## src/rtl/sd_drive_arb_pkg.sv

```systemverilog
// trs80 SD drive arbiter shared package.
// FSM states, parameter defaults and slot-wrap helper.
package trs80_sd_pkg;

  typedef enum logic [1:0] {
    ST_IDLE,
    ST_REQ,
    ST_XFER,
    ST_DONE
  } arb_state_e;

  localparam int DEF_NDRV    = 5;
  localparam int DEF_LBAW    = 32;
  localparam int DEF_TIMEOUT = 1 << 20;

  function automatic int next_slot(
    input int s,
    input int n
  );
    return (s + 1 >= n) ? 0 : s + 1;
  endfunction

endpackage

```

## src/rtl/sd_drive_arb_if.sv

```systemverilog
// hps_io block/buffer bundle between the arbiter and hps_io.
// master = arbiter side, slave = hps_io side.
interface sd_drive_arb_if
  import trs80_sd_pkg::*;
#(
  parameter int NDRV = DEF_NDRV,
  parameter int LBAW = DEF_LBAW
);

  logic [NDRV-1:0]           sd_rd;
  logic [NDRV-1:0]           sd_wr;
  logic [NDRV-1:0]           sd_ack;
  logic [NDRV-1:0][LBAW-1:0] sd_lba;
  logic                      sd_buff_wr;
  logic [NDRV-1:0][7:0]      sd_buff_din;

  modport master (
    output sd_rd,
    output sd_wr,
    output sd_lba,
    output sd_buff_din,
    input  sd_ack,
    input  sd_buff_wr
  );

  modport slave (
    input  sd_rd,
    input  sd_wr,
    input  sd_lba,
    input  sd_buff_din,
    output sd_ack,
    output sd_buff_wr
  );

endinterface

```

## src/rtl/sd_drive_arb_rr_pick.sv

```systemverilog
// Masked round-robin priority encoder.
// Lowest request at or above ptr wins, else lowest overall.
module rr_pick
  import trs80_sd_pkg::*;
#(
  parameter  int NDRV = DEF_NDRV,
  localparam int AW   = (NDRV > 1) ? $clog2(NDRV) : 1
) (
  input  logic [NDRV-1:0] req,
  input  logic [AW-1:0]   ptr,
  output logic            valid,
  output logic [AW-1:0]   idx
);

  logic          hi_v;
  logic          lo_v;
  logic [AW-1:0] hi_idx;
  logic [AW-1:0] lo_idx;

  // scan downwards so the lowest hit in each half is kept
  always_comb begin
    hi_v   = 1'b0;
    lo_v   = 1'b0;
    hi_idx = '0;
    lo_idx = '0;
    for (int i = NDRV - 1; i >= 0; i--) begin
      if (req[i] && (i >= int'(ptr))) begin
        hi_v   = 1'b1;
        hi_idx = AW'(i);
      end
      if (req[i]) begin
        lo_v   = 1'b1;
        lo_idx = AW'(i);
      end
    end
    valid = hi_v | lo_v;
    idx   = hi_v ? hi_idx : lo_idx;
  end

endmodule

```

## src/rtl/sd_drive_arb.sv

```systemverilog
// Arbiter between virtual drive slots and one hps_io block port.
// One transfer at a time; slot 0 (snapshots) is never granted.
module sd_drive_arb
  import trs80_sd_pkg::*;
#(
  parameter  int              NDRV    = DEF_NDRV,
  parameter  logic [NDRV-1:0] DRV_EN  = 5'b11110,
  parameter  int              LBAW    = DEF_LBAW,
  parameter  int              TIMEOUT = DEF_TIMEOUT,
  localparam int              AW      = (NDRV > 1) ? $clog2(NDRV) : 1,
  localparam int              TW      = $clog2(TIMEOUT + 1)
) (
  input  logic                      clk_sys,
  input  logic                      reset_n,
  input  logic [NDRV-1:0]           drv_rd,
  input  logic [NDRV-1:0]           drv_wr,
  input  logic [NDRV-1:0][LBAW-1:0] drv_lba,
  output logic [NDRV-1:0]           drv_done,
  output logic [NDRV-1:0]           drv_err,
  output logic [NDRV-1:0]           drv_buff_wr,
  input  logic [NDRV-1:0][7:0]      drv_buff_din,
  input  logic [NDRV-1:0]           img_mounted,
  input  logic [63:0]               img_size,
  sd_drive_arb_if.master            sd,
  output logic                      busy,
  output logic [AW-1:0]             active
);

  arb_state_e      state_q, state_d;
  logic [AW-1:0]   ptr_q, ptr_d;
  logic [AW-1:0]   act_q, act_d;
  logic            wr_q, wr_d;
  logic [LBAW-1:0] lba_q, lba_d;
  logic [TW-1:0]   cnt_q, cnt_d;
  logic [NDRV-1:0] err_q, err_d;
  logic [NDRV-1:0] mnt_q;
  logic [NDRV-1:0] ack_q;

  logic            pick_v;
  logic [AW-1:0]   pick_idx;
  logic [NDRV-1:0] req_eff;
  logic            ack_rise;
  logic            ack_fall;
  logic            fail;

  // a slot whose err pulse is showing is still holding its level
  assign req_eff  = (drv_rd | drv_wr) & ~err_q;
  assign ack_rise = sd.sd_ack[act_q] & ~ack_q[act_q];
  assign ack_fall = ~sd.sd_ack[act_q] & ack_q[act_q];

  rr_pick #(.NDRV(NDRV)) u_pick (
    .req   (req_eff),
    .ptr   (ptr_q),
    .valid (pick_v),
    .idx   (pick_idx)
  );

  // arbiter state, latched grant and registered error pulses
  always_ff @(posedge clk_sys or negedge reset_n) begin
    if (!reset_n) begin
      state_q <= ST_IDLE;
      ptr_q   <= AW'(1);
      act_q   <= '0;
      wr_q    <= 1'b0;
      lba_q   <= '0;
      cnt_q   <= '0;
      err_q   <= '0;
    end else begin
      state_q <= state_d;
      ptr_q   <= ptr_d;
      act_q   <= act_d;
      wr_q    <= wr_d;
      lba_q   <= lba_d;
      cnt_q   <= cnt_d;
      err_q   <= err_d;
    end
  end

  // mount status per slot and ack history for edge detection
  always_ff @(posedge clk_sys or negedge reset_n) begin
    if (!reset_n) begin
      mnt_q <= '0;
      ack_q <= '0;
    end else begin
      ack_q <= sd.sd_ack;
      for (int i = 0; i < NDRV; i++) begin
        if (img_mounted[i]) begin
          mnt_q[i] <= |img_size;
        end
      end
    end
  end

  // next state: grant, ack handshake, timeout and remount abort
  always_comb begin
    state_d = state_q;
    ptr_d   = ptr_q;
    act_d   = act_q;
    wr_d    = wr_q;
    lba_d   = lba_q;
    cnt_d   = cnt_q;
    err_d   = '0;
    fail    = 1'b0;
    unique case (state_q)
      ST_IDLE: begin
        if (pick_v) begin
          if (DRV_EN[pick_idx] && mnt_q[pick_idx]) begin
            state_d = ST_REQ;
            act_d   = pick_idx;
            wr_d    = drv_wr[pick_idx];
            lba_d   = drv_lba[pick_idx];
            cnt_d   = '0;
          end else begin
            err_d[pick_idx] = 1'b1;
            ptr_d = AW'(next_slot(int'(pick_idx), NDRV));
          end
        end
      end
      ST_REQ: begin
        if (img_mounted[act_q]) begin
          fail = 1'b1;
        end else if (ack_rise) begin
          state_d = ST_XFER;
        end else if (cnt_q == TW'(TIMEOUT - 1)) begin
          fail = 1'b1;
        end else begin
          cnt_d = cnt_q + 1'b1;
        end
      end
      ST_XFER: begin
        if (img_mounted[act_q]) begin
          fail = 1'b1;
        end else if (ack_fall) begin
          state_d = ST_DONE;
        end
      end
      ST_DONE: begin
        state_d = ST_IDLE;
        ptr_d   = AW'(next_slot(int'(act_q), NDRV));
      end
      default: state_d = ST_IDLE;
    endcase
    if (fail) begin
      err_d[act_q] = 1'b1;
      state_d      = ST_IDLE;
      ptr_d        = AW'(next_slot(int'(act_q), NDRV));
    end
  end

  // outputs decoded from the registered state
  always_comb begin
    sd.sd_rd    = '0;
    sd.sd_wr    = '0;
    drv_buff_wr = '0;
    drv_done    = '0;
    unique case (state_q)
      ST_REQ: begin
        sd.sd_rd[act_q] = ~wr_q;
        sd.sd_wr[act_q] = wr_q;
      end
      ST_XFER: drv_buff_wr[act_q] = sd.sd_buff_wr;
      ST_DONE: drv_done[act_q] = 1'b1;
      default: ;
    endcase
    for (int i = 0; i < NDRV; i++) begin
      sd.sd_lba[i]      = lba_q;
      sd.sd_buff_din[i] = drv_buff_din[act_q];
    end
  end

  assign drv_err = err_q;
  assign busy    = (state_q != ST_IDLE);
  assign active  = act_q;

endmodule

```

## src/flat_wrapper.sv

```systemverilog
// flat-port wrapper written by rule: the top's interface ports become plain ports
module sd_drive_arb_flat import trs80_sd_pkg::*;
#(
  parameter  int              NDRV    = DEF_NDRV,
  parameter  logic [NDRV-1:0] DRV_EN  = 5'b11110,
  parameter  int              LBAW    = DEF_LBAW,
  parameter  int              TIMEOUT = DEF_TIMEOUT,
  localparam int              AW      = (NDRV > 1) ? $clog2(NDRV) : 1,
  localparam int              TW      = $clog2(TIMEOUT + 1)
)
  (clk_sys, reset_n, drv_rd, drv_wr, drv_lba, drv_done, drv_err, drv_buff_wr, drv_buff_din, img_mounted, img_size, busy, active, sd_sd_rd, sd_sd_wr, sd_sd_lba, sd_sd_buff_din, sd_sd_ack, sd_sd_buff_wr);
  sd_drive_arb_if #(.NDRV(NDRV), .LBAW(LBAW)) sd_i ();
  input  logic clk_sys;
  input  logic reset_n;
  input  logic [NDRV-1:0] drv_rd;
  input  logic [NDRV-1:0] drv_wr;
  input  logic [NDRV-1:0][LBAW-1:0] drv_lba;
  output logic [NDRV-1:0] drv_done;
  output logic [NDRV-1:0] drv_err;
  output logic [NDRV-1:0] drv_buff_wr;
  input  logic [NDRV-1:0][7:0] drv_buff_din;
  input  logic [NDRV-1:0] img_mounted;
  input  logic [63:0] img_size;
  output logic busy;
  output logic [AW-1:0] active;
  output wire logic [$bits(sd_i.sd_rd)-1:0] sd_sd_rd;
  output wire logic [$bits(sd_i.sd_wr)-1:0] sd_sd_wr;
  output wire logic [$bits(sd_i.sd_lba)-1:0] sd_sd_lba;
  output wire logic [$bits(sd_i.sd_buff_din)-1:0] sd_sd_buff_din;
  input wire logic [$bits(sd_i.sd_ack)-1:0] sd_sd_ack;
  input wire logic [$bits(sd_i.sd_buff_wr)-1:0] sd_sd_buff_wr;
  assign sd_sd_rd = sd_i.sd_rd;
  assign sd_sd_wr = sd_i.sd_wr;
  assign sd_sd_lba = sd_i.sd_lba;
  assign sd_sd_buff_din = sd_i.sd_buff_din;
  assign sd_i.sd_ack = sd_sd_ack;
  assign sd_i.sd_buff_wr = sd_sd_buff_wr;
  sd_drive_arb #(.NDRV(NDRV), .DRV_EN(DRV_EN), .LBAW(LBAW), .TIMEOUT(TIMEOUT)) u_core (.clk_sys(clk_sys), .reset_n(reset_n), .drv_rd(drv_rd), .drv_wr(drv_wr), .drv_lba(drv_lba), .drv_done(drv_done), .drv_err(drv_err), .drv_buff_wr(drv_buff_wr), .drv_buff_din(drv_buff_din), .img_mounted(img_mounted), .img_size(img_size), .sd(sd_i), .busy(busy), .active(active));
endmodule
```

## config.mk

```make
export PLATFORM = sky130hd
export DESIGN_NAME = sd_drive_arb_flat
export DESIGN_NICKNAME = d
export VERILOG_FILES = /design/src/rtl/sd_drive_arb_pkg.sv /design/src/rtl/sd_drive_arb_if.sv /design/src/rtl/sd_drive_arb_rr_pick.sv /design/src/rtl/sd_drive_arb.sv /design/src/flat_wrapper.sv
export SDC_FILE = /design/constraint.sdc
export NUM_CORES = 1
export LEC_CHECK = 0
export ABC_CLOCK_PERIOD_IN_PS = 4700
export BUFFER_PORTS_ARGS = -buffer_cell sky130_fd_sc_hd__buf_2
export CAP_MARGIN = 20
export CORE_AREA = 3 3 200 202
export CTS_CLUSTER_DIAMETER = 60
export DETAILED_ROUTE_END_ITERATION = 10
export DIE_AREA = 0 0 203 205
export PLACE_DENSITY = 0.46
export SYNTH_ARGS = -nofsm -noshare
export SYNTH_HDL_FRONTEND = slang
export SYNTH_SLANG_ARGS = --single-unit
```

## constraint.sdc

```tcl
create_clock -name clk_sys -period 4.7 [get_ports clk_sys]
set_input_delay 0.705 -clock clk_sys [delete_from_list [all_inputs] [get_ports clk_sys]]
set_output_delay 0.705 -clock clk_sys [all_outputs]
set_load 0.03 [all_outputs]
```

======== Word level (Yosys, flattened, before mapping) ========
Memory sizes are Yosys's and may differ from the RTL's.
Cells that the tools add are included.
cells by class
  add/sub/neg operators ................... 3
  $lt $le $gt $ge ......................... 11
  eq/ne operators ......................... 16
  mux-type cells .......................... 73
  bitwise logic cells ..................... 13
  reduce and logical (&&, ||, !) cells .... 17
operators by type and width
  cell                                                                     count
  21-bit 2-to-1 mux                                                        5
  32-bit binary-select mux with 3-bit select                               1
  64-bit OR reduction                                                      1
  3-bit 2-to-1 mux                                                         16
  21-bit case mux with 2 select lines                                      1
  5-bit 2-to-1 mux                                                         8
  32-bit 2-to-1 mux                                                        1
  8-bit binary-select mux with 3-bit select                                1
  1-bit 2-to-1 mux                                                         22
  21-bit by 1-bit adder with 21-bit output, second input constant          1
  21-bit by 20-bit equality test with 1-bit output, second input constant  1
  5-bit AND                                                                4
  1-bit binary-select mux with 3-bit select                                5
  2-bit 2-to-1 mux                                                         7
  3-bit by 1-bit inequality test with 1-bit output, second input constant  4
  6-bit AND reduction                                                      2
  5-bit bitwise OR                                                         2
  3-bit by 2-bit inequality test with 1-bit output, second input constant  3
  3-bit by 1-bit adder with 4-bit output, second input constant            2
  4-bit by 3-bit >= comparator with 1-bit output, second input constant    2
  1-bit logical AND                                                        8
  3-bit by 4-bit < comparator with 1-bit output, second input constant     2
  8-bit 2-to-1 mux                                                         1
  2-bit case mux with 4 select lines                                       1
  other kinds (19)                                                         32
storage, ports and cells
  register bits ........................... 77
  memory bits (read-only) ................. 8
  input bits .............................. 287
  output and inout port bits .............. 229
  logic and storage cells ................. 147
  memories ................................ 1
memory list
  name             words  bits a word  read ports  clocked after memory_dff  wr ports  line                 source
  (no name shown)  8      1            1           0                         0         sd_drive_arb.sv:107  if (DRV_EN[pick_idx] && mnt_q[pick_idx]) begin

======== Logic depth before layout (Yosys ltp) ========
Gate-level depths: netlist (run 1).
  depth in word-level cells ............... 18
  gate-level depth with buffers ........... 14

======== Modules after synthesis ========
Synthesis (run 1) repeated with hierarchy kept, for this count alone.
unflattened totals
  cells, all modules ...................... 885
  area total of the unflattened synthesis .. 7178.1 um2
modules (own cells, without submodules)
  module        times used  cells each  area an instance (um2)  seq. area each (um2)
  sd_drive_arb  1           866         7046.8                  1928.1
  rr_pick       1           19          131.4                   0.0

======== Worst setup path after synthesis (run 1) ========
OpenSTA, ideal clock, no wires.
  kind .................................... in2reg
  start point ............................. in drv_rd[2]
  end point ............................... reg u_core.ptr_q[1]
  setup time .............................. 0.128 ns
  arrival ................................. 3.374 ns
  data required time ...................... 4.572 ns
  slack ................................... 1.198 ns
  stages on the path ...................... 10
  buffers on the path ..................... 1
  path through ............................ o21bai_2 -> a2bb2o_4 -> nor4b_4 -> nor2_2 -> clkbuf_1 -> ha_1 -> o31a_1 -> or3_1 -> o31a_1 -> mux2_1
between the ends
  word-level cells in the longest chain between the ends .. 14
  elaborated cells between the ends (all ways) .. 32
RTL lines
  what                                                               line                        source
  start, declared                                                    flat_wrapper.sv:15          input logic [NDRV-1:0] drv_rd;
  5-bit bitwise OR *                                                 sd_drive_arb.sv:47          assign req_eff = (drv_rd | drv_wr) & ~err_q;
  5-bit AND *                                                        sd_drive_arb.sv:47
  1-bit logical AND                                                  sd_drive_arb_rr_pick.sv:27  if (req[i] && (i >= int'(ptr))) begin
  3-bit 2-to-1 mux or 1-bit 2-to-1 mux (tied branches) (3 in a row)  sd_drive_arb_rr_pick.sv:27
  3-bit 2-to-1 mux                                                   sd_drive_arb_rr_pick.sv:37  idx = hi_v ? hi_idx : lo_idx;
  3-bit by 1-bit adder with 4-bit output                             sd_drive_arb_pkg.sv:20      return (s + 1 >= n) ? 0 : s + 1;
  4-bit by 3-bit >= comparator with 1-bit output                     sd_drive_arb_pkg.sv:20
  3-bit 2-to-1 mux                                                   sd_drive_arb_pkg.sv:20
  3-bit 2-to-1 mux                                                   sd_drive_arb.sv:107
  3-bit 2-to-1 mux                                                   sd_drive_arb.sv:106         if (pick_v) begin
  3-bit case mux with 2 select lines                                 sd_drive_arb.sv:104         unique case (state_q)
  3-bit 2-to-1 mux                                                   sd_drive_arb.sv:143         if (fail) begin
  end signal, assigned                                               sd_drive_arb.sv:70          ptr_q <= ptr_d;
  end, declared                                                      sd_drive_arb.sv:30          logic [AW-1:0] ptr_q, ptr_d;
Every way passes the cells marked *; elsewhere a longest branch is shown, timed or not. The select of a mux whose other input is x is not followed.
A chain may end at the register's enable or synchronous reset.

======== Final worst setup path (run 1) ========
  start point ............................. in drv_rd[2]
  end point ............................... reg u_core.lba_q[10]
between the ends
  word-level cells in the longest chain between the ends .. 11
  elaborated cells between the ends (all ways) .. 25
RTL lines
  what                                                                                line                        source
  5-bit bitwise OR *                                                                  sd_drive_arb.sv:47
  5-bit AND *                                                                         sd_drive_arb.sv:47
  1-bit logical AND                                                                   sd_drive_arb_rr_pick.sv:27
  3-bit 2-to-1 mux or 1-bit 2-to-1 mux (tied branches) (3 in a row)                   sd_drive_arb_rr_pick.sv:27
  3-bit 2-to-1 mux                                                                    sd_drive_arb_rr_pick.sv:37
  memory read 8 x 1 bit or 1-bit binary-select mux with 3-bit select (tied branches)  -
  1-bit 2-to-1 mux (implied by the code)                                              sd_drive_arb.sv:107
  1-bit logical AND                                                                   sd_drive_arb.sv:107
  3-bit AND reduction (no source line)                                                -
  end signal, assigned                                                                sd_drive_arb.sv:73          lba_q <= lba_d;
  end, declared                                                                       sd_drive_arb.sv:33          logic [LBAW-1:0] lba_q, lba_d;
Marks and branches as above.

==> insert_results.sql, run 1 <==
INSERT INTO impl_metrics (metric_group, metric, value, unit) VALUES
('clocking', 'cts_buffers', '9', ''),
('synth', 'number_of_flops_mapped_to_enable_cells_by_yosys', '0', ''),
('clocking', 'htreeDepth', '3', ''),
('power', 'powerDensity', '913', 'nW/um^2'),
('sta', 'totalNegativeSetupSlack', '0', 'ns'),
('critical_path', 'worst-endpoint-arrival', '3.65', 'ns'),
('clocking', 'cts.sinks', '77', ''),
('final_layout', 'final_non_filler_cell_area', '9250', 'sq um'),
('placed_design', 'standard_cell_area_after_detailed_placement', '8870', 'sq um'),
('power', 'total_net_switching_power', '5.01', 'mW'),
('critical_path', 'critPathCaptureType', 'register', ''),
('sta', 'setup_repair_after_global_routing_missed_its_margin', 'no', ''),
('final_layout', 'post_route_cells_drive_above_1_share', '54.1', '%'),
('sta', 'final_period_minus_worst_setup_slack', '3.45', 'ns'),
('worst_hold_path', 'hold_path.class', 'input pin to asynchronous set/reset pin', ''),
('critical_path', 'timing.critical_path.slowest_cell_delay', '0.83', 'ns'),
('final_layout', 'count_of_inserted_antenna_diode_cells', '0', ''),
('sta', 'finalHoldViolations', '0', ''),
('synth', 'synthesis.yosys.warnings', '0', ''),
('sta', 'min_period_over_period', '73.4', '%'),
('floorplanning', 'initial_core_util', '18.2', '%'),
('power', 'power_frac_comb', '74.6', '%'),
('detailed_routing', 'via_count', '6963', ''),
('floorplanning', 'die_w', '203', 'um'),
('critical_path', 'cp.buffers_inverters', '1', ''),
('synth', 'synth.net_count', '1086', ''),
('clocking', 'postCtsResizedCells', '0', ''),
('clocking', 'holdBufCountCts', '0', ''),
('synth', 'synth_cell_types', '68', ''),
('synth', 'netlist.area_leader.share', '27.2', '%'),
('floorplanning', 'die_area', '41600', 'sq um'),
('grt', 'grt_pass1_wl', '40600', 'um'),
('grt', 'grt_max_degree', '74', ''),
('detailed_routing', 'postRouteWirelength', '28300', 'um'),
('critical_path', 'crit_path_cell_trace', 'buf_2 -> o21bai_2 -> a2bb2o_4 -> nor4b_4 -> nor2_4 -> ha_1 -> o31a_1 -> or4_4 -> nand2_1 -> o21ai_2', ''),
('synth', 'syn-cell-area', '7000', 'sq um'),
('clocking', 'cts_post_setup_buffers_inserted', '0', ''),
('sta', 'max_slew.worst_pin.slew', '0.939', 'ns'),
('power', 'seq_power_share', '16.1', '%'),
('synth', 'post-synth-top-area-cell', 'sky130_fd_sc_hd__dfrtp_1', ''),
('detailed_routing', 'post_route_drc_violation_count', '0', ''),
('power', 'clock_power_share', '9.3', '%'),
('placed_design', 'placed_cells', '1626', ''),
('grt', 'antenna_found_initial', '1', ''),
('synth', 'ys_ff_latch', '77', ''),
('placed_design', 'place.port_buffers', '515', ''),
('synth', 'synth_top_cells_by_area', 'sky130_fd_sc_hd__dfrtp_1 (27%), sky130_fd_sc_hd__buf_4 (17%), sky130_fd_sc_hd__mux2i_1 (9.9%), sky130_fd_sc_hd__o21ai_2 (3.8%), sky130_fd_sc_hd__mux4_2 (3.5%)', ''),
('power', 'irDropWorstVdd', '434', 'uV'),
('critical_path', 'cp-start-kind', 'input pin', ''),
('grt', 'globalRoute.totalOverflow', '0', ''),
('synth', 'avgSynthCellArea', '8.86', 'sq um'),
('sta', 'timing.clock.skew', '0.00647', 'ns'),
('final_layout', 'post_route_non_filler_standard_cell_count', '1644', ''),
('status', 'outcome', 'complete, no violations', ''),
('detailed_routing', 'viasPerCell', '4.24', ''),
('detailed_routing', 'wl_per_cell', '17.2', 'um'),
('floorplanning', 'coreArea', '38500', 'sq um'),
('clocking', 'cts_tree', 'yes', ''),
('floorplanning', 'chipHeight', '205', 'um'),
('synth', 'post_synth_most_frequent_cells', 'sky130_fd_sc_hd__buf_4 (162), sky130_fd_sc_hd__dfrtp_1 (76), sky130_fd_sc_hd__mux2i_1 (69), sky130_fd_sc_hd__nand2_1 (57), sky130_fd_sc_hd__a21oi_1 (45)', ''),
('synth', 'synthesized_instance_count', '790', ''),
('critical_path', 'critical-path-slowest-cell', 'sky130_fd_sc_hd__or4_4', ''),
('synth', 'yosys_most_used_dff', 'sky130_fd_sc_hd__dfrtp_1', ''),
('grt', 'first_global_vias', '6611', ''),
('critical_path', 'crit_path_max_fanout', '73', ''),
('detailed_routing', 'final_antenna_net_count', '0', ''),
('synth', 'postSynth.asyncResetShare', '100', '%'),
('sta', 'achievable-frequency', '0.290', 'GHz'),
('clocking', 'cts_buffer_depth', '2', ''),
('synth', 'yosys.cell_count.top_type', 'sky130_fd_sc_hd__buf_4', ''),
('final_layout', 'finish.net_count', '1417', '');
[power by group through the flow]
stage / registers [mW] / logic, mW / clock network (mW)
6_report: 1.36 / 6.30 / 0.787
5_1_grt: 1.42 / 6.77 / 0.855
4_1_cts: 1.40 / 6.28 / 0.835
3_5_place_dp: 1.41 / 6.28 / 0
3_3_place_gp: 1.40 / 6.26 / 0
2_1_floorplan: 1.47 / 5.38 / 0
[sequential cells by signal, indices dropped and copies added, names as in the netlist]
register / flops
u_core.cnt_q: 21
u_core.lba_q: 32
u_core.ack_q: 5
u_core.drv_err: 5
u_core.mnt_q: 5
u_core.state_q: 2
u_core.wr_q: 1
u_core.active: 3
u_core.ptr_q: 3
[final timing paths]
path,start,to,slack [ns],cells after the start
max,drv_rd[2],u_core.lba_q[10]$_DFFE_PN0P_,1.25,10
min in group clk_sys,sd_sd_ack[4],u_core.ack_q[4]$_DFF_PN0_,0.47,1
max reg2reg,u_core.ptr_q[0]$_DFFE_PN1P_,u_core.lba_q[10]$_DFFE_PN0P_,1.32,9
min,reset_n,u_core.cnt_q[14]$_DFFE_PN0P_,0.36,1
max in group asynchronous,reset_n,u_core.lba_q[4]$_DFFE_PN0P_,3.42,2
min reg2reg,u_core.cnt_q[20]$_DFFE_PN0P_,u_core.cnt_q[20]$_DFFE_PN0P_,0.49,1
[final cells by class]
| cell class | instances | area (sq um) |
|---|---|---|
| fillers | 4240 | 29200 |
| multi-input cells | 496 | 3600 |
| repair buffers | 527 | 2710 |
| flip-flops and latches | 77 | 1930 |
| well taps | 518 | 648 |
| clock buffers | 11 | 243 |
| clock inverters | 5 | 82.6 |
| inverters | 10 | 37.5 |
[routing by layer]
| layer | vias up | wire [um] | track usage [%] |
|---|---|---|---|
| li1 | 3411 | - | - |
| met1 | 3268 | 11300 | 15.2 |
| met2 | 255 | 14500 | 22.9 |
| met3 | 27 | 1760 | 2.73 |
| met4 | 2 | 688 | 3.61 |
| met5 | - | 7 | 0 |
[through the flow]
step	hold WS (ns)	power, mW	worst slack, ns
finish	0.359	8.45	1.25
global route	0.401	9.05	1.07
global placement	0.476	7.65	0.929
CTS	0.374	8.52	1.11
detailed placement	0.478	7.69	0.893
floorplan	0.409	6.85	1.20
[cell families (layout without fill, tap and decap cells)]
kind of cell    after synthesis  count (layout)  synth area share (%)
compound gates              210             210                  20.8
fa+ha+maj                     9               9                  1.61
buf+inv                     217             553                  21.3
flops                        77              77                  27.6
mux                          83              83                  13.9
simple gates                194             194                  14.9
[layout by cell type, fill, tap and decap left out, types with 3 or more instances in the layout]
| master | Yosys | layout |
|---|---|---|
| sky130_fd_sc_hd__nand2_1 | 57 | 57 |
| sky130_fd_sc_hd__ha_1 | 9 | 9 |
| sky130_fd_sc_hd__mux2_1 | 3 | 3 |
| sky130_fd_sc_hd__o211a_1 | 3 | 3 |
| sky130_fd_sc_hd__nand4_1 | 5 | 5 |
| sky130_fd_sc_hd__or3b_2 | 7 | 7 |
| sky130_fd_sc_hd__mux4_2 | 11 | 11 |
| sky130_fd_sc_hd__buf_4 | 162 | 11 |
| sky130_fd_sc_hd__nor3_1 | 3 | 3 |
| sky130_fd_sc_hd__nand2b_1 | 3 | 3 |
| sky130_fd_sc_hd__o211ai_1 | 18 | 18 |
| sky130_fd_sc_hd__clkbuf_16 | 0 | 9 |
| sky130_fd_sc_hd__and3_1 | 7 | 7 |
| sky130_fd_sc_hd__a21o_1 | 4 | 4 |
| sky130_fd_sc_hd__a21oi_1 | 45 | 45 |
| sky130_fd_sc_hd__nand4b_1 | 5 | 5 |
| sky130_fd_sc_hd__o21ai_1 | 9 | 9 |
| sky130_fd_sc_hd__nand3_1 | 25 | 25 |
| sky130_fd_sc_hd__nand3b_1 | 9 | 9 |
| sky130_fd_sc_hd__a22oi_1 | 3 | 3 |
| sky130_fd_sc_hd__o21ai_0 | 23 | 23 |
| sky130_fd_sc_hd__nor4_1 | 19 | 18 |
| sky130_fd_sc_hd__nor2b_1 | 3 | 3 |
| sky130_fd_sc_hd__o21ba_2 | 3 | 3 |
| sky130_fd_sc_hd__o22ai_1 | 35 | 35 |
| sky130_fd_sc_hd__o32ai_1 | 7 | 7 |
| sky130_fd_sc_hd__o21ai_2 | 30 | 30 |
| sky130_fd_sc_hd__mux2i_1 | 69 | 69 |
| sky130_fd_sc_hd__a22o_1 | 9 | 9 |
| sky130_fd_sc_hd__dfrtp_1 | 76 | 76 |
| sky130_fd_sc_hd__buf_2 | 11 | 514 |
| sky130_fd_sc_hd__nor2_1 | 34 | 34 |
| sky130_fd_sc_hd__inv_1 | 9 | 9 |
Power figures use the tool's default switching activity.
==> run 2, diff against run 1 <==
- ABC_CLOCK_PERIOD_IN_PS: 4700 -> 2900
- CORE_AREA: 3 3 200 202 -> 3 3 198 200
- DIE_AREA: 0 0 203 205 -> 0 0 201 203
- PLACE_DENSITY: 0.46 -> 0.48
- clock period: 4.7 -> 2.9 ns (I/O delays scaled with it)
==> insert_results.sql, run 2 (same netlist as run 1, synthesis figures left out) <==
INSERT INTO impl_metrics (metric_group, metric, value, unit) VALUES
('sta', 'totalNegativeSetupSlack', '-0.482', 'ns'),
('final_layout', 'register_with_the_highest_flop_count', 'u_core.lba_q', ''),
('detailed_routing', 'post_route_drc_violation_count', '0', ''),
('placed_design', 'place_congestion', '0.911', ''),
('floorplanning', 'coreArea', '37600', 'sq um'),
('placed_design', 'hpwl', '23300', 'um'),
('critical_path', 'worst-endpoint-arrival', '3.16', 'ns'),
('detailed_routing', 'drt_iter0_drc', '422', ''),
('floorplanning', 'die_area', '40800', 'sq um'),
('floorplanning', 'initial_core_util', '18.6', '%'),
('critical_path', 'crit_path_max_fanout', '4', ''),
('final_layout', 'post_route_non_filler_standard_cell_count', '1689', ''),
('critical_path', 'critPathCaptureType', 'register', ''),
('clocking', 'clock_insertion_delay_worst_skew', '0.34', 'ns'),
('final_layout', 'post_route_cells_drive_above_1_share', '59.4', '%'),
('clocking', 'cts_buffer_depth', '2', ''),
('final_layout', 'reg.largest.list', 'u_core.lba_q x32, u_core.cnt_q x21', ''),
('sta', 'finalHoldViolations', '0', ''),
('critical_path', 'critical-path-slowest-cell', 'sky130_fd_sc_hd__dfstp_2', ''),
('power', 'powerDensity', '1520', 'nW/um^2'),
('clocking', 'cts.sinks', '77', ''),
('sta', 'achievable-frequency', '0.339', 'GHz'),
('placed_design', 'placed_cells', '1665', ''),
('status', 'outcome', 'complete, but fails checks', ''),
('grt', 'groute.usage.overall', '13.0', '%'),
('floorplanning', 'io_pins', '516', ''),
('grt', 'first_global_vias', '7076', ''),
('floorplanning', 'die_w', '201', 'um'),
('clocking', 'clkTransAtPathRegs', '0.06', 'ns'),
('critical_path', 'cp.buffers_inverters', '1', ''),
('critical_path', 'timing.critical_path.slowest_cell_delay', '0.55', 'ns'),
('floorplanning', 'chipHeight', '203', 'um'),
('sta', 'setup_viol', '18', ''),
('sta', 'final_period_minus_worst_setup_slack', '2.95', 'ns'),
('final_layout', 'finish.net_count', '1470', ''),
('critical_path', 'crit_path_cell_trace', 'nor3_2 -> buf_4 -> a2bb2o_4 -> nor4b_4 -> nor2_4 -> ha_4 -> o31a_1 -> or3_1 -> o31a_1 -> mux2_1', ''),
('grt', 'grt_pass1_wl', '41800', 'um'),
('detailed_routing', 'viasPerCell', '4.31', ''),
('final_layout', 'layout_common_cells', 'sky130_fd_sc_hd__buf_2 (514), sky130_fd_sc_hd__dfrtp_1 (71), sky130_fd_sc_hd__mux2i_1 (69)', ''),
('detailed_routing', 'wl_per_cell', '17.5', 'um'),
('worst_hold_path', 'hold_path.class', 'input pin to asynchronous set/reset pin', ''),
('sta', 'setup_repair_after_global_routing_missed_its_margin', 'yes', ''),
('sta', 'timing.clock.skew', '0.0119', 'ns'),
('status', 'violations_in_the_final_reports', 'setup timing', ''),
('grt', 'antenna_found_initial', '4', ''),
('job', 'drv_cap', '0', ''),
('critical_path', 'cp.depth', '10', ''),
('detailed_routing', 'detailedRoute.firstPassIterationCount', '5', ''),
('clocking', 'holdBufCountCts', '0', ''),
('grt', 'globalRoute.totalOverflow', '0', ''),
('clocking', 'clockRootBuffer', 'sky130_fd_sc_hd__clkbuf_16', ''),
('final_layout', 'fillerInstances', '4083', ''),
('power', 'irDropWorstVdd', '764', 'uV'),
('final_layout', 'count_of_inserted_antenna_diode_cells', '0', ''),
('sta', 'worst_slew_margin_rel', '65.6', '%'),
('sta', 'slew_viol_final', '0', ''),
('grt', 'grt_max_degree', '63', ''),
('final_layout', 'layout-area-overhead-vs-synth', '42.0', '%'),
('critical_path', 'family_of_cells_with_the_greatest_summed_delay_on_the_critical_path', 'compound AO/OA/AOI/OAI gates', ''),
('detailed_routing', 'via_count', '7287', ''),
('sta', 'max_slew.worst_pin.slew', '0.517', 'ns'),
('detailed_routing', 'postRouteWirelength', '29500', 'um'),
('critical_path', 'worst-endpoint-required', '3.12', 'ns'),
('clocking', 'cts_buffers', '9', ''),
('detailed_routing', 'final_antenna_net_count', '0', ''),
('critical_path', 'reg2regPathDepth', '10', ''),
('final_layout', 'largest_reg_flops', '32', ''),
('placed_design', 'place.port_buffers', '515', ''),
('critical_path', 'path_common_cell', 'sky130_fd_sc_hd__o31a_1', ''),
('clocking', 'cts_tree', 'yes', ''),
('power', 'total_leakage_power', '5.12', 'nW'),
('critical_path', 'ff2ff_setup_slack', '-0.05', 'ns'),
('critical_path', 'critical_path_class', 'register to register', ''),
('critical_path', 'cp-start-kind', 'register', ''),
('sta', 'timing.final.ws_setup', '-0.0469', 'ns'),
('clocking', 'htreeDepth', '3', ''),
('final_layout', 'layout_commonest_cell', 'sky130_fd_sc_hd__buf_2', ''),
('sta', 'min_period_over_period', '102', '%'),
('placed_design', 'dpl_worst_slack', '-0.139', 'ns'),
('floorplanning', 'fp-row-count', '71', '');
## run 2: cell count changes in the layout (fill, tap and decap cells not counted), sizes merged
cell	previous run	this run
buf	527	577
bufinv	2	1
clkbuf	11	14
clkinv	2	3
inv	11	10
## run 2: through the flow
step	power (mW)	util [%]	area (sq um)	hold slack, ns
floorplan	11.2	-	7070	0.139
global placement	13.1	24.7	9300	0.438
detailed placement	13.2	24.7	9300	0.441
CTS	14.4	25.5	9600	0.0703
global route	16.1	26.4	9930	0.0847
finish	15.1	26.4	9930	0.0616
## run 2: where the power goes
part / total, mW / switching [mW] / internal, mW
Sequential: 2.20 / 0.703 / 1.50
Clock: 1.17 / 0.482 / 0.686
Combinational: 11.7 / 7.52 / 4.19
Total: 15.1 / 8.70 / 6.37
## run 2: worst paths after layout
kind / end / from
max: u_core.ptr_q[1]$_DFFE_PN0P_ / u_core.ptr_q[0]$_DFFE_PN1P_
min reg2reg: u_core.cnt_q[20]$_DFFE_PN0P_ / u_core.cnt_q[20]$_DFFE_PN0P_
min: u_core.cnt_q[13]$_DFFE_PN0P_ / reset_n
min in group clk_sys: u_core.ack_q[1]$_DFF_PN0_ / sd_sd_ack[1]
max in group asynchronous: u_core.lba_q[15]$_DFFE_PN0P_ / reset_n
max reg2reg: u_core.ptr_q[1]$_DFFE_PN0P_ / u_core.ptr_q[0]$_DFFE_PN1P_
## run 2: cell type report
class,count,area [sq um],area share (%)
multi-input cells,496,3810,38.4
repair buffers,580,3220,32.4
flip-flops and latches,77,1930,19.5
well taps,511,639,6.44
clock buffers,11,243,2.44
clock inverters,4,48.8,0.491
inverters,10,37.5,0.378
## run 2: timing repair
item / in CTS / in global routing
setup endpoints to repair: 16 / 48
buffers inserted: 0 / 4
gates cloned: 0 / 5
resized for setup: 2 / 53
pin swaps: 2 / 19
## run 2: routing by layer
metal,global-route usage (%),vias up,share of wire (%)
met3,3.40,35,6.5
li1,-,3493,-
met4,2.61,8,1.7
met5,0,-,0.16
met1,14.5,3471,38
met2,24.9,280,54
==> run 3, diff against run 2 <==
- REMOVE_ABC_BUFFERS: default -> 1
==> insert_results.sql, run 3 (same netlist as run 1, synthesis figures left out) <==
INSERT INTO impl_metrics (metric_group, metric, value, unit) VALUES
('status', 'outcome', 'complete, but fails checks', ''),
('status', 'violations_in_the_final_reports', 'setup timing', ''),
('critical_path', 'ff2ff_setup_slack', '-0.11', 'ns'),
('floorplanning', 'die_area', '40800', 'sq um'),
('sta', 'timing.final.ws_setup', '-0.113', 'ns'),
('grt', 'antenna_found_initial', '2', ''),
('critical_path', 'worstSetupStartpoint', 'u_core.ptr_q[0]$_DFFE_PN1P_', ''),
('detailed_routing', 'detailedRoute.firstPassIterationCount', '4', ''),
('floorplanning', 'fp-row-count', '71', ''),
('critical_path', 'crit_path_max_fanout', '6', ''),
('sta', 'min_period_over_period', '104', '%'),
('floorplanning', 'die_w', '201', 'um'),
('final_layout', 'post_route_cells_drive_above_1_share', '59.5', '%'),
('clocking', 'cts.sinks', '77', ''),
('placed_design', 'hpwl', '24600', 'um'),
('critical_path', 'cp-start-kind', 'register', ''),
('final_layout', 'multi_input_area', '3740', 'sq um'),
('sta', 'setup_viol', '61', ''),
('final_layout', 'layout_commonest_cell', 'sky130_fd_sc_hd__buf_2', ''),
('grt', 'groute.usage.overall', '13.6', '%'),
('grt', 'globalRoute.totalOverflow', '0', ''),
('detailed_routing', 'viasPerCell', '4.30', ''),
('power', 'total_leakage_power', '5.10', 'nW'),
('final_layout', 'layout.area.seq', '1930', 'sq um'),
('floorplanning', 'chipHeight', '203', 'um'),
('final_layout', 'fillerInstances', '4111', ''),
('placed_design', 'place_congestion', '0.874', ''),
('final_layout', 'reg.largest.list', 'u_core.lba_q x32, u_core.cnt_q x21', ''),
('final_layout', 'layout-area-overhead-vs-synth', '41.5', '%'),
('critical_path', 'worst-endpoint-required', '3.15', 'ns'),
('grt', 'first_global_vias', '7158', ''),
('clocking', 'cts_buffer_depth', '2', ''),
('detailed_routing', 'post_route_drc_violation_count', '0', ''),
('clocking', 'clkTransAtPathRegs', '0.06', 'ns'),
('critical_path', 'regToRegEndpoint', 'u_core.cnt_q[4]$_DFFE_PN0P_', ''),
('sta', 'worst_slew_margin_rel', '65.0', '%'),
('floorplanning', 'io_pins', '516', ''),
('sta', 'hold_ws', '0.0653', 'ns'),
('clocking', 'cts_tree', 'yes', ''),
('sta', 'setup_repair_after_global_routing_missed_its_margin', 'yes', ''),
('clocking', 'htreeDepth', '3', ''),
('detailed_routing', 'wl_per_cell', '18.2', 'um'),
('power', 'powerDensity', '1500', 'nW/um^2'),
('critical_path', 'crit_end', 'u_core.cnt_q[4]$_DFFE_PN0P_', ''),
('clocking', 'cts_buffers', '9', ''),
('clocking', 'clockRootBuffer', 'sky130_fd_sc_hd__clkbuf_16', ''),
('grt', 'grt_pass1_wl', '43000', 'um'),
('final_layout', 'register_with_the_highest_flop_count', 'u_core.lba_q', ''),
('critical_path', 'critPathCaptureType', 'register', ''),
('critical_path', 'reg2regPathDepth', '10', ''),
('detailed_routing', 'drt_iter0_drc', '289', ''),
('sta', 'achievable-frequency', '0.332', 'GHz'),
('job', 'drv_cap', '0', ''),
('power', 'irDropWorstVdd', '880', 'uV'),
('clocking', 'clock_insertion_delay_worst_skew', '0.34', 'ns'),
('worst_hold_path', 'hold_path.class', 'input pin to asynchronous set/reset pin', ''),
('final_layout', 'utilization', '26.4', '%'),
('critical_path', 'worst-endpoint-arrival', '3.26', 'ns'),
('final_layout', 'finish.net_count', '1474', ''),
('floorplanning', 'initial_core_util', '18.6', '%'),
('detailed_routing', 'postRouteWirelength', '30800', 'um'),
('clocking', 'holdBufCountCts', '0', ''),
('grt', 'grt_max_degree', '65', ''),
('sta', 'max_slew.worst_pin.slew', '0.525', 'ns'),
('sta', 'finalHoldViolations', '0', ''),
('final_layout', 'largest_reg_flops', '32', ''),
('sta', 'timing.clock.skew', '0.00816', 'ns'),
('sta', 'final_period_minus_worst_setup_slack', '3.01', 'ns'),
('final_layout', 'layout_common_cells', 'sky130_fd_sc_hd__buf_2 (514), sky130_fd_sc_hd__dfrtp_1 (75), sky130_fd_sc_hd__mux2i_1 (69)', ''),
('sta', 'slew_viol_final', '0', ''),
('detailed_routing', 'final_antenna_net_count', '0', ''),
('floorplanning', 'coreArea', '37600', 'sq um'),
('critical_path', 'crit-reg2reg-launch', 'u_core.ptr_q[0]$_DFFE_PN1P_', ''),
('critical_path', 'critical_path_class', 'register to register', ''),
('detailed_routing', 'via_count', '7288', ''),
('placed_design', 'place.port_buffers', '515', '');
[run 3: power by group]
group          total (mW)  switching [mW]  internal, mW
registers            2.16           0.666          1.50
logic                11.5            7.39          4.07
clock network        1.22           0.483         0.737
total                14.8            8.54          6.30
[run 3: how the worst min path moves through the flow]
stage                     slack, ns                           to    start  cells after the start
final                          0.07    u_core.ack_q[1]$_DFF_PN0_  reset_n                      1
after global routing           0.09    u_core.ack_q[1]$_DFF_PN0_  reset_n                      1
after CTS                      0.07  u_core.ptr_q[1]$_DFFE_PN0P_  reset_n                      1
after detailed placement       0.45    u_core.ack_q[0]$_DFF_PN0_  reset_n                      1
after global placement         0.45    u_core.ack_q[1]$_DFF_PN0_  reset_n                      1
after floorplan                0.14    u_core.ack_q[0]$_DFF_PN0_  reset_n                      0
[run 3: cell type report]
type,instances,share of cell area [%]
timing repair buffer,583,32.7
clock buffer,13,2.73
clock inverter,3,0.430
sequential,77,19.5
tap,511,6.46
multi-input combinational,497,37.8
antenna,1,0.0253
inverter,10,0.379
[run 3: critical path: stages, from the launching register on]
cell and delay, ns:
sky130_fd_sc_hd__dfstp_2 0.55, sky130_fd_sc_hd__a21o_1 0.18, sky130_fd_sc_hd__a2bb2o_4 0.24, sky130_fd_sc_hd__nor4b_4 0.37
sky130_fd_sc_hd__nor2_4 0.07, sky130_fd_sc_hd__ha_4 0.16, sky130_fd_sc_hd__o31a_1 0.29, sky130_fd_sc_hd__o41a_1 0.40
sky130_fd_sc_hd__or2_4 0.34, sky130_fd_sc_hd__buf_4 0.15, sky130_fd_sc_hd__o211ai_1 0.16
[run 3: per-stage QoR]
stage | setup TNS, ns | setup slack [ns] | cell area, sq um | instances | total power, mW
floorplan | -199.33 | -3.71 | 5550 | 583 | 8.73
global placement | -7.59 | -0.215 | 9290 | 1669 | 13.0
detailed placement | -9.54 | -0.248 | 9290 | 1669 | 13.1
CTS | -1.96 | -0.114 | 9640 | 1687 | 14.4
global route | -12.81 | -0.249 | 9900 | 1694 | 15.8
finish | -4.73 | -0.113 | 9900 | 1695 | 14.8
[run 3: per-layer routing]
| layer | vias up | track usage [%] | routed length, um |
|---|---|---|---|
| met5 | - | 0 | 32 |
| met4 | 4 | 2.61 | 326 |
| met3 | 22 | 2.93 | 1610 |
| met2 | 258 | 24.5 | 15900 |
| met1 | 3487 | 16.8 | 12900 |
| li1 | 3517 | - | - |
[run 3: what timing repair did]
item | 4_1_cts | 5_1_grt
gates resized for setup | 4 | 39
gates cloned | 1 | 6
endpoints found under the hold margin | 0 | 0
buffers inserted | 1 | 1
pin swaps | 7 | 15
setup endpoints to repair | 62 | 69
